===== src/rtl/rpc_arb_pkg.sv =====
// rpc_arb_pkg: shared types and constants for the multi-port RPC arbiter.
package rpc_arb_pkg;
  typedef enum logic [1:0] {IDLE, CMD, WDATA} state_e;
  localparam logic PRIO_RR    = 1'b0;
  localparam logic PRIO_FIXED = 1'b1;
endpackage


===== src/rtl/rpc_arb_route_fifo.sv =====
// rpc_arb_route_fifo: ordered queue of port indices awaiting read data.
module rpc_arb_route_fifo #(
  parameter int Depth = 4,
  parameter int Width = 1
) (
  input  logic             clk_i,
  input  logic             rst_ni,
  input  logic             push_i,
  input  logic             pop_i,
  input  logic [Width-1:0] data_i,
  output logic [Width-1:0] head_o,
  output logic             full_o,
  output logic             empty_o
);
  localparam int PtrW = Depth > 1 ? $clog2(Depth) : 1;
  localparam int CntW = $clog2(Depth + 1);
  logic [Width-1:0] mem_q [Depth];
  logic [PtrW-1:0]  wr_q, rd_q;
  logic [CntW-1:0]  cnt_q;
  logic             do_push, do_pop;
  function automatic logic [PtrW-1:0] inc(input logic [PtrW-1:0] p);
    return p == PtrW'(Depth - 1) ? '0 : p + 1'b1;
  endfunction
  assign full_o  = cnt_q == CntW'(Depth);
  assign empty_o = cnt_q == '0;
  assign head_o  = mem_q[rd_q];
  // a push into a full queue is legal only when the head leaves in the same cycle
  assign do_push = push_i && (!full_o || pop_i);
  assign do_pop  = pop_i && !empty_o;
  always_ff @(posedge clk_i) begin
    if (do_push) mem_q[wr_q] <= data_i;
  end
  always_ff @(posedge clk_i or negedge rst_ni) begin
    if (!rst_ni) begin
      wr_q  <= '0;
      rd_q  <= '0;
      cnt_q <= '0;
    end else begin
      if (do_push) wr_q <= inc(wr_q);
      if (do_pop) rd_q <= inc(rd_q);
      cnt_q <= cnt_q + CntW'(do_push) - CntW'(do_pop);
    end
  end
endmodule


===== src/rtl/rpc_multiport_arbiter.sv =====
// rpc_multiport_arbiter: arbitrates N command/data streams onto one RPC controller,
// locking write bursts to their port and routing read data back in issue order.
module rpc_multiport_arbiter
  import rpc_arb_pkg::*;
#(
  parameter int NumPorts       = 2,
  parameter int AddrWidth      = 20,
  parameter int LenWidth       = 6,
  parameter int DataWidth      = 256,
  parameter int MaskWidth      = DataWidth / 8,
  parameter int MaxOutstanding = 4
) (
  input  logic                          clk_i,
  input  logic                          rst_ni,
  input  logic                          prio_mode_i,
  input  logic [NumPorts-1:0]           cmd_valid_i,
  output logic [NumPorts-1:0]           cmd_ready_o,
  input  logic [NumPorts-1:0]           cmd_write_i,
  input  logic [NumPorts*AddrWidth-1:0] cmd_addr_i,
  input  logic [NumPorts*LenWidth-1:0]  cmd_len_i,
  input  logic [NumPorts-1:0]           wdata_valid_i,
  output logic [NumPorts-1:0]           wdata_ready_o,
  input  logic [NumPorts*DataWidth-1:0] wdata_i,
  input  logic [NumPorts*MaskWidth-1:0] wmask_i,
  output logic [NumPorts-1:0]           rdata_valid_o,
  input  logic [NumPorts-1:0]           rdata_ready_i,
  output logic [DataWidth-1:0]          rdata_o,
  output logic                          rdata_last_o,
  output logic                          mst_cmd_valid_o,
  input  logic                          mst_cmd_ready_i,
  output logic                          mst_cmd_write_o,
  output logic [AddrWidth-1:0]          mst_cmd_addr_o,
  output logic [LenWidth-1:0]           mst_cmd_len_o,
  output logic                          mst_wdata_valid_o,
  input  logic                          mst_wdata_ready_i,
  output logic [DataWidth-1:0]          mst_wdata_o,
  output logic [MaskWidth-1:0]          mst_wmask_o,
  input  logic                          mst_rdata_valid_i,
  output logic                          mst_rdata_ready_o,
  input  logic [DataWidth-1:0]          mst_rdata_i,
  input  logic                          mst_rdata_last_i,
  output logic                          busy_o
);
  localparam int IdxW = $clog2(NumPorts);
  state_e               state_q, state_d;
  logic [IdxW-1:0]      gnt_q, rr_q, win, head;
  logic                 write_q, mode_q, found, cmd_hs, w_hs, fifo_full, fifo_empty;
  logic [AddrWidth-1:0] addr_q;
  logic [LenWidth-1:0]  len_q, beat_q;
  logic [NumPorts-1:0]  elig, gnt_oh, head_oh;
  int                   idx;
  assign elig    = cmd_valid_i & (cmd_write_i | {NumPorts{!fifo_full}});
  assign gnt_oh  = NumPorts'(1) << gnt_q;
  assign head_oh = NumPorts'(1) << head;
  assign cmd_hs  = state_q == CMD && mst_cmd_ready_i;
  assign w_hs    = state_q == WDATA && wdata_valid_i[gnt_q] && mst_wdata_ready_i;
  always_comb begin
    win   = '0;
    found = 1'b0;
    idx   = 0;
    for (int k = 0; k < NumPorts; k++) begin
      idx = prio_mode_i == PRIO_FIXED ? k : int'(rr_q) + k;
      idx = idx >= NumPorts ? idx - NumPorts : idx;
      if (!found && elig[idx]) begin
        win   = IdxW'(idx);
        found = 1'b1;
      end
    end
  end
  always_comb begin
    state_d = state_q;
    state_d = state_q == IDLE ? (found ? CMD : IDLE)
            : state_q == CMD  ? (cmd_hs ? (write_q ? WDATA : IDLE) : CMD)
            : (w_hs && beat_q == len_q ? IDLE : WDATA);
  end
  always_ff @(posedge clk_i or negedge rst_ni) begin
    if (!rst_ni) begin
      state_q <= IDLE;
      gnt_q   <= '0;
      rr_q    <= '0;
      write_q <= 1'b0;
      mode_q  <= PRIO_RR;
      addr_q  <= '0;
      len_q   <= '0;
      beat_q  <= '0;
    end else begin
      state_q <= state_d;
      if (state_q == IDLE && found) begin
        gnt_q   <= win;
        write_q <= cmd_write_i[win];
        addr_q  <= cmd_addr_i[win*AddrWidth +: AddrWidth];
        len_q   <= cmd_len_i[win*LenWidth +: LenWidth];
        mode_q  <= prio_mode_i;
      end
      // the rotation pointer only moves for grants won under round-robin
      if (cmd_hs && mode_q == PRIO_RR) rr_q <= gnt_q == IdxW'(NumPorts - 1) ? '0 : gnt_q + 1'b1;
      if (cmd_hs) beat_q <= '0;
      else if (w_hs) beat_q <= beat_q + 1'b1;
    end
  end
  assign mst_cmd_valid_o   = state_q == CMD;
  assign mst_cmd_write_o   = write_q;
  assign mst_cmd_addr_o    = addr_q;
  assign mst_cmd_len_o     = len_q;
  assign cmd_ready_o       = cmd_hs ? gnt_oh : '0;
  assign mst_wdata_valid_o = state_q == WDATA && wdata_valid_i[gnt_q];
  assign mst_wdata_o       = wdata_i[gnt_q*DataWidth +: DataWidth];
  assign mst_wmask_o       = wmask_i[gnt_q*MaskWidth +: MaskWidth];
  assign wdata_ready_o     = state_q == WDATA && mst_wdata_ready_i ? gnt_oh : '0;
  assign rdata_valid_o     = !fifo_empty && mst_rdata_valid_i ? head_oh : '0;
  assign mst_rdata_ready_o = !fifo_empty && rdata_ready_i[head];
  assign rdata_o           = mst_rdata_i;
  assign rdata_last_o      = mst_rdata_last_i;
  assign busy_o            = state_q != IDLE || !fifo_empty;
  rpc_arb_route_fifo #(
    .Depth (MaxOutstanding),
    .Width (IdxW)
  ) u_route_fifo (
    .clk_i   (clk_i),
    .rst_ni  (rst_ni),
    .push_i  (cmd_hs && !write_q),
    .pop_i   (mst_rdata_valid_i && mst_rdata_ready_o && mst_rdata_last_i),
    .data_i  (gnt_q),
    .head_o  (head),
    .full_o  (fifo_full),
    .empty_o (fifo_empty)
  );
endmodule

===== config.mk =====
export PLATFORM = sky130hd
export DESIGN_NAME = rpc_multiport_arbiter
export DESIGN_NICKNAME = d
export VERILOG_FILES = /design/src/rtl/rpc_arb_pkg.sv /design/src/rtl/rpc_arb_route_fifo.sv /design/src/rtl/rpc_multiport_arbiter.sv
export SDC_FILE = /design/constraint.sdc
export NUM_CORES = 1
export LEC_CHECK = 0
export BUFFER_PORTS_ARGS = -buffer_cell sky130_fd_sc_hd__buf_4
export CORE_AREA = 5 5 580 582
export DETAILED_ROUTE_END_ITERATION = 8
export DIE_AREA = 0 0 585 587
export GPL_ROUTABILITY_DRIVEN = 1
export SYNTH_ARGS = -nofsm -noshare
export SYNTH_HDL_FRONTEND = slang
export SYNTH_SLANG_ARGS = --single-unit

===== constraint.sdc =====
create_clock -name clk_i -period 4.9 [get_ports clk_i]
set_input_delay 0.245 -clock clk_i [delete_from_list [all_inputs] [get_ports clk_i]]
set_output_delay 0.245 -clock clk_i [all_outputs]
set_load 0.02 [all_outputs]

# [After elaboration in Yosys (flattened, before gate mapping)]
# Memory sizes are Yosys's and may differ from the RTL's.
# Index checks and enable logic that the tools add are counted.
[totals] ram_bits=4 n_memories=1 inputBits=899 out_inout_bits=582 regBits=45 word_cells=106
[memory_table] name="u_route_fifo.mem_q" words=4 word_bits=1 read_ports=1 rd_ports_with_merged_regs=0 write_ports=1 line_no="rpc_arb_route_fifo.sv:17" text="logic [Width-1:0] mem_q [Depth];"
[classes] magnitude_cmp=7 n_shift=6 n_bitwise=3 muxes=36 addsub=9 reduce_logical=25 eq_ne=6 mul=2
[ops] cell="$shiftx 512x10->256" n=1
[ops] cell="$lt 32x3->1 const B" n=2
[ops] cell="$mux 32" n=2
[ops] cell="$shiftx 64x7->32" n=1
[ops] cell="$shiftx 40x7->20" n=1
[ops] cell="$mux 2" n=11
[ops] cell="$mux 1" n=21
[ops] cell="$logic_and 1x1->1" n=15
[ops] cell="$mux 6" n=2
[ops] cell="$shiftx 12x5->6" n=1
[ops] cell="$add 6x1->6 const B" n=1
[ops] cell="$eq 2x2->1 const B" n=3
[ops] cell="$eq 6x6->1" n=1
[ops] cell="$lt 1x2->1 const B" n=3
[ops] cell="$add 2x1->2 const B" n=2
[ops] cell="$logic_not 1->1" n=4
[ops] cell="$mul 1x3->4 const B" n=1
[ops] cell="$reduce_bool 2->1" n=2
[ops] cell="$shl 1x1->2 const A" n=2
[ops] cell="$add 3x1->3" n=1
[ops] cell="$eq 3x3->1 const B" n=1
[ops] cell="$logic_not 3->1" n=1
[ops] cell="$mul 1x2->3 const B" n=1
[ops] cell="$sub 1x2->3 const B" n=1
[ops] cell="other kinds (12)" n=13

# [Depth between registers and ports, before layout]
[depth] ltp_word=13 depth_mapped=9 depth_no_buf=9

# [By module]
# A second synthesis with hierarchy kept.
[hier_totals] cells_unflattened=851 area_unflattened_um2=7918.8
[modules_own_cells] mod="rpc_multiport_arbiter" area_per_inst_um2=7320.8 cells_each=807 seq_area_each_um2=950.9 instances=1
[modules_own_cells] mod="rpc_arb_route_fifo" area_per_inst_um2=598.1 cells_each=44 seq_area_each_um2=295.3 instances=1

# [Least setup slack after synthesis]
# No wires, ideal clock.
[synth_path] path_type="register to register" from="register u_route_fifo.rd_q[0]" to="register u_route_fifo.cnt_q[2]" required_time_ns=4.777 period_less_slack_ns=2.586 path_slack_ns=2.314 t_arrival_ns=2.463 path_stages_with_launch=9 setup_time_ns=0.123 path_buffers=0 path_cell_list="dfrtp_1 mux4_2 mux2_2 a21oi_1 nor2_1 ha_1 fa_1 xor2_1 xnor2_1"
[synth_between] elab_chain_cells=10 word_cells_on_any_way=11 cone_classes="2 x add/sub; 2 x mux; 6 x reduce/logical; 1 x memory"
[synth_lines] item="start, declared" line_no="rpc_arb_route_fifo.sv:18" text="logic [PtrW-1:0] wr_q, rd_q;"
[synth_lines] item="start signal, assigned" line_no="rpc_arb_route_fifo.sv:40" text="if (do_pop) rd_q <= inc(rd_q);"
[synth_lines] item="$mem_v2 4x1"
[synth_lines] item="$mux 1 (implied by the code) (2 in series)" line_no="rpc_multiport_arbiter.sv:111" text="assign mst_rdata_ready_o = !fifo_empty && rdata_ready_i[head];"
[synth_lines] item="$logic_and 1x1->1" line_no="rpc_multiport_arbiter.sv:111"
[synth_lines] item="$logic_and 1x1->1 (2 in series)" line_no="rpc_multiport_arbiter.sv:122" text=".pop_i (mst_rdata_valid_i && mst_rdata_ready_o && mst_rdata_last_i),"
[synth_lines] item="$logic_or 1x1->1" line_no="rpc_arb_route_fifo.sv:28" text="assign do_push = push_i && (!full_o || pop_i);"
[synth_lines] item="$logic_and 1x1->1" line_no="rpc_arb_route_fifo.sv:28"
[synth_lines] item="via u_route_fifo.do_push" line_no="rpc_arb_route_fifo.sv:20" text="logic do_push, do_pop;"
[synth_lines] item="$add 3x1->3" line_no="rpc_arb_route_fifo.sv:41" text="cnt_q <= cnt_q + CntW'(do_push) - CntW'(do_pop);"
[synth_lines] item="$sub 3x1->3" line_no="rpc_arb_route_fifo.sv:41"
[synth_lines] item="end signal, assigned" line_no="rpc_arb_route_fifo.sv:41"
[synth_lines] item="end, declared" line_no="rpc_arb_route_fifo.sv:19" text="logic [CntW-1:0] cnt_q;"
# The timed path passes the listed nets, and every way through them passes these cells. The select of a mux whose other input is x is not followed.
# A chain may end at the register's enable or synchronous reset.

# [Worst setup path in the final report]
[layout_path] from="register gnt_q" to="output port mst_wdata_o[0]"
[layout_between] elab_chain_cells=1
[layout_lines] item="start, declared" line_no="rpc_multiport_arbiter.sv:46" text="logic [IdxW-1:0] gnt_q, rr_q, win, head;"
[layout_lines] item="start signal, assigned" line_no="rpc_multiport_arbiter.sv:89" text="gnt_q <= win;"
[layout_lines] item="$shiftx 512x10->256" line_no="rpc_multiport_arbiter.sv:107" text="assign mst_wdata_o = wdata_i[gnt_q*DataWidth +: DataWidth];"
[layout_lines] item="end, declared" line_no="rpc_multiport_arbiter.sv:36" text="output logic [DataWidth-1:0] mst_wdata_o,"
# No other way between the ends.

==> results.md <==
* Status: complete, no violations
* Post-placement setup slack at ~2 ns
* Hold Path Sink: mode_q
* Synth Area per Inst at roughly 9.5 µm²
* Hold_sp: prio_mode_i
* Sw frac at roughly 59%
* Vias at approximately 11000
* Initial DRC Count at 754
* Final period utilization at 59.6%
* FF-to-FF path depth at 8
* Initial antenna violation count at 182
* Sequential share of power at between 10% and 20%
* CTS Buffer Depth at 2
* Slowest-stage cell, CP: buf_4
* FP Rows at roughly 210
* Power per standard cell area at just over 400 nW/µm²
* Share of cells above drive strength 1 at 84.3%
* Die X at approximately 600 µm
* Max FO, Critical Path at 77
* Post-synthesis sequential area ratio at 15.6%
* Worst setup EP type: output pin
* Ys async rst share at 91.8%
* Layout Skew at approximately 0.014 ns
* Worst path max stage delay at between 0.8 and 0.9 ns
* Final hold violations at 0
* Synthesis-stage register bit count at 49
* Peak VDD IR at 0.247 mV
* Slew of the pin with the lowest slew margin at 1.14 ns
* IO buf count at ~970
* Pin count of the biggest net entering global routing at 121
* Hpwl dp at 243 mm
* Main combinational cell family by area after synthesis: multiplexers
* Hold depth at 2
* Antenna Violating Nets Remaining at 0
* Mapped Cells at ~840
* Proportion of power drawn by the clock network at 5.8%
* Post-route core utilization at 5.73%
* Mapped Area at 7970 µm²
* Final wirelength at approximately 250 mm
* # DRC at 0
* R2R Setup Slk at approximately 2.1 ns
* WL/cell at 42.5 µm
* Gr usage total at 13.9%
* Compound-gate portion of the synthesized area at 3.13%
* Worst EP arrival at ~2.7 ns
* RD Place Congestion at about 1.1
* Area leader, netlist: mux2_2
* Starting Density at 2.42%
* RSZ-0062 raised after global routing: no
* CTS tree: built
* Critical Path RT at 4.66 ns
* Post-layout min period at ~3 ns
* Final WS setup at approximately 2 ns
* Post-synth EDFFs at 4
* Post-Synth Adder-Cell Area at under 10%
* Synth top area cells: mux2_2 41%, buf_4 24%, dfrtp_1 14%, mux2i_1 3.6%, nor2_1 2.2%
* First-pass GRT wire length at 274 mm
* Dpl cells at 5879
* Via density at 1.82
* Reg2Reg Capture Point: u_route_fifo.cnt_q[2]
* Slew margin rel. at ~23%
* Hold_ws at 0.207 ns
* Critical path class: reg -> out
* Clk_lat worst skew at 0.32 ns
* CP dominant cell by count: buf_4
* Maximum clock frequency at 342 MHz
* Cts bufs inserted at 5
* Max-cap viol count at 0
* Leakage at 7.08 nW
* Die area at between 300000 and 400000 µm²
* Crit path launch type: flip-flop
* Die Ht at 587 µm
* Crit-path leading delay family: buffers and inverters
* Clock-pin slew on the worst setup and hold paths at 0.08 ns
* Setup TNS at 0 ns
* Sw Pwr at approximately 4.6 mW
* Root Buffer: clkbuf_16
* Synth Area in Simple Gates at 5.32%
* Core Area at approximately 330000 µm²
* Placed cell areas at 18700 µm²
* Area share of xor/xnor cells in the synthesized design at 1.43%
* Area Growth Syn to Fin at 137%
* Pre-antenna DRT Iters at 5
* Ys flop type: dfrtp_1
* Synth Warn # at 0
* Crit path cell chain: buf_4 -> mux2_2 -> buf_4
* Comb power frac at 84.0%
* Vias in the first global route at 10200
* Final setup vio count at 0
* HP Class: in -> reg
* Design Area, Final at about 19000 µm²
* Post-synthesis mux area share at a little under half
* Final Non-Filler Cells at between 5000 and 6000
* Post-synth net total at 1747
* Synth top area share at 41.3%
* Total congestion overflow at 0
* IO Count at 1481
* H-tree levels at 2
* Count of cell types in the netlist at 48
* Clock sink count at 49
* Slew Limit Fails at 0
* Reg-to-Reg Start: u_route_fifo.rd_q[0]
* Post-layout net count at 2429
* CP bufs+invs at 2
* Power Total at 7.79 mW
* Internal power at 3.16 mW
[cell families (layout without fill, tap and decap cells)]
group	Yosys count	count (layout)
mux	322	322
buf+inv	315	998
simple gates	88	88
flops	49	49
compound gates	43	43
xor+xnor	13	13
fa+ha+maj	9	9
other cells	0	22
[worst max path at each step]
stage	startpoint	end	slack, ns	cells after the start
after CTS	gnt_q	mst_wdata_o[251]	1.89	3
after floorplan	u_route_fifo.rd_q[0]	u_route_fifo.cnt_q[2]	2.31	8
after global placement	u_route_fifo.rd_q[0]	u_route_fifo.cnt_q[2]	2.01	8
after detailed placement	u_route_fifo.rd_q[0]	u_route_fifo.cnt_q[2]	2.06	8
after global routing	u_route_fifo.rd_q[0]	u_route_fifo.cnt_q[2]	1.88	8
final	gnt_q	mst_wdata_o[0]	1.98	3
[final cells by class]
type	count	area, µm²
fill	38900	311000
timing repair buffer	978	7360
tap	4366	5460
multi-input combinational	475	4550
sequential	49	1250
clock buffer	5	125
antenna	22	55.1
clock inverter	3	47.5
inverter	12	45.0
[Yosys cell counts (2+ instances only)]
master	number
clkbuf_1	21
mux2i_1	29
buf_12	2
nor2b_1	2
dfrtp_1	45
inv_1	12
edfxtp_1	4
nand2_1	11
buf_2	21
buf_4	257
nor2_1	46
nor4_1	3
nor3b_1	2
and3_1	3
nor3_1	2
ha_1	8
a21oi_1	29
nand4_1	3
nand3_1	4
mux2_2	292
xnor2_1	8
and2_1	2
xor2_1	5
o21ai_0	3
or3_1	2
[layer usage]
metal	up-vias	GRT usage [%]	share of wire [%]
met5	-	0	0.54
met4	174	2.50	2.6
met3	441	22.8	35
met2	1461	20.5	41
met1	4625	8.69	21
li1	4044	-	-
[layout by cell type, fill, tap and decap left out, types with 3 or more instances in the layout]
cell type / n
xnor2_1: 8
mux2_2: 292
a21oi_1: 29
edfxtp_1: 4
inv_1: 12
mux2i_1: 28
ha_1: 8
diode_2: 22
dfrtp_1: 44
buf_4: 976
clkbuf_16: 5
nand4_1: 3
and3_1: 3
o21ai_0: 3
nand3_1: 4
nor4_1: 3
xor2_1: 5
nand2_1: 11
nor2_1: 46
[state kept, by name, indices dropped and copies added, names as in the netlist]
| register | flops |
|---|---|
| gnt_q | 1 |
| rr_q | 1 |
| state_q | 2 |
| u_route_fifo.wr_q | 2 |
| mst_cmd_len_o | 6 |
| beat_q | 6 |
| mode_q | 1 |
| mst_cmd_write_o | 1 |
| u_route_fifo.rd_q | 2 |
| u_route_fifo.mem_q | 4 |
| u_route_fifo.cnt_q | 3 |
| mst_cmd_addr_o | 20 |
[worst register-to-register path: cells and delay by family, from the launching register on]
family                     cells  cell delay, ns
muxes                          2            0.91
adders and majority gates      2            0.63
DFF                            1            0.42
xor gates and xnor gates       2            0.35
AOI/OAI and AO/OA              1            0.33
and+or+nand+nor                1            0.11
[repair_timing]
action                    in CTS  in global routing
resized for setup              0                  0
hold endpoints to repair       9                  0
hold buffers                   1                  0
setup buffers                  0                  0
[power by group through the flow]
| stage | clock network (mW) | logic (mW) | registers, mW |
|---|---|---|---|
| 2_1_floorplan | 0 | 2.94 | 0.842 |
| 3_3_place_gp | 0 | 6.78 | 0.813 |
| 3_5_place_dp | 0 | 6.78 | 0.813 |
| 4_1_cts | 0.465 | 6.80 | 0.807 |
| 5_1_grt | 0.475 | 6.98 | 0.828 |
| 6_report | 0.448 | 6.55 | 0.795 |
(Power assumes the default switching activity.)
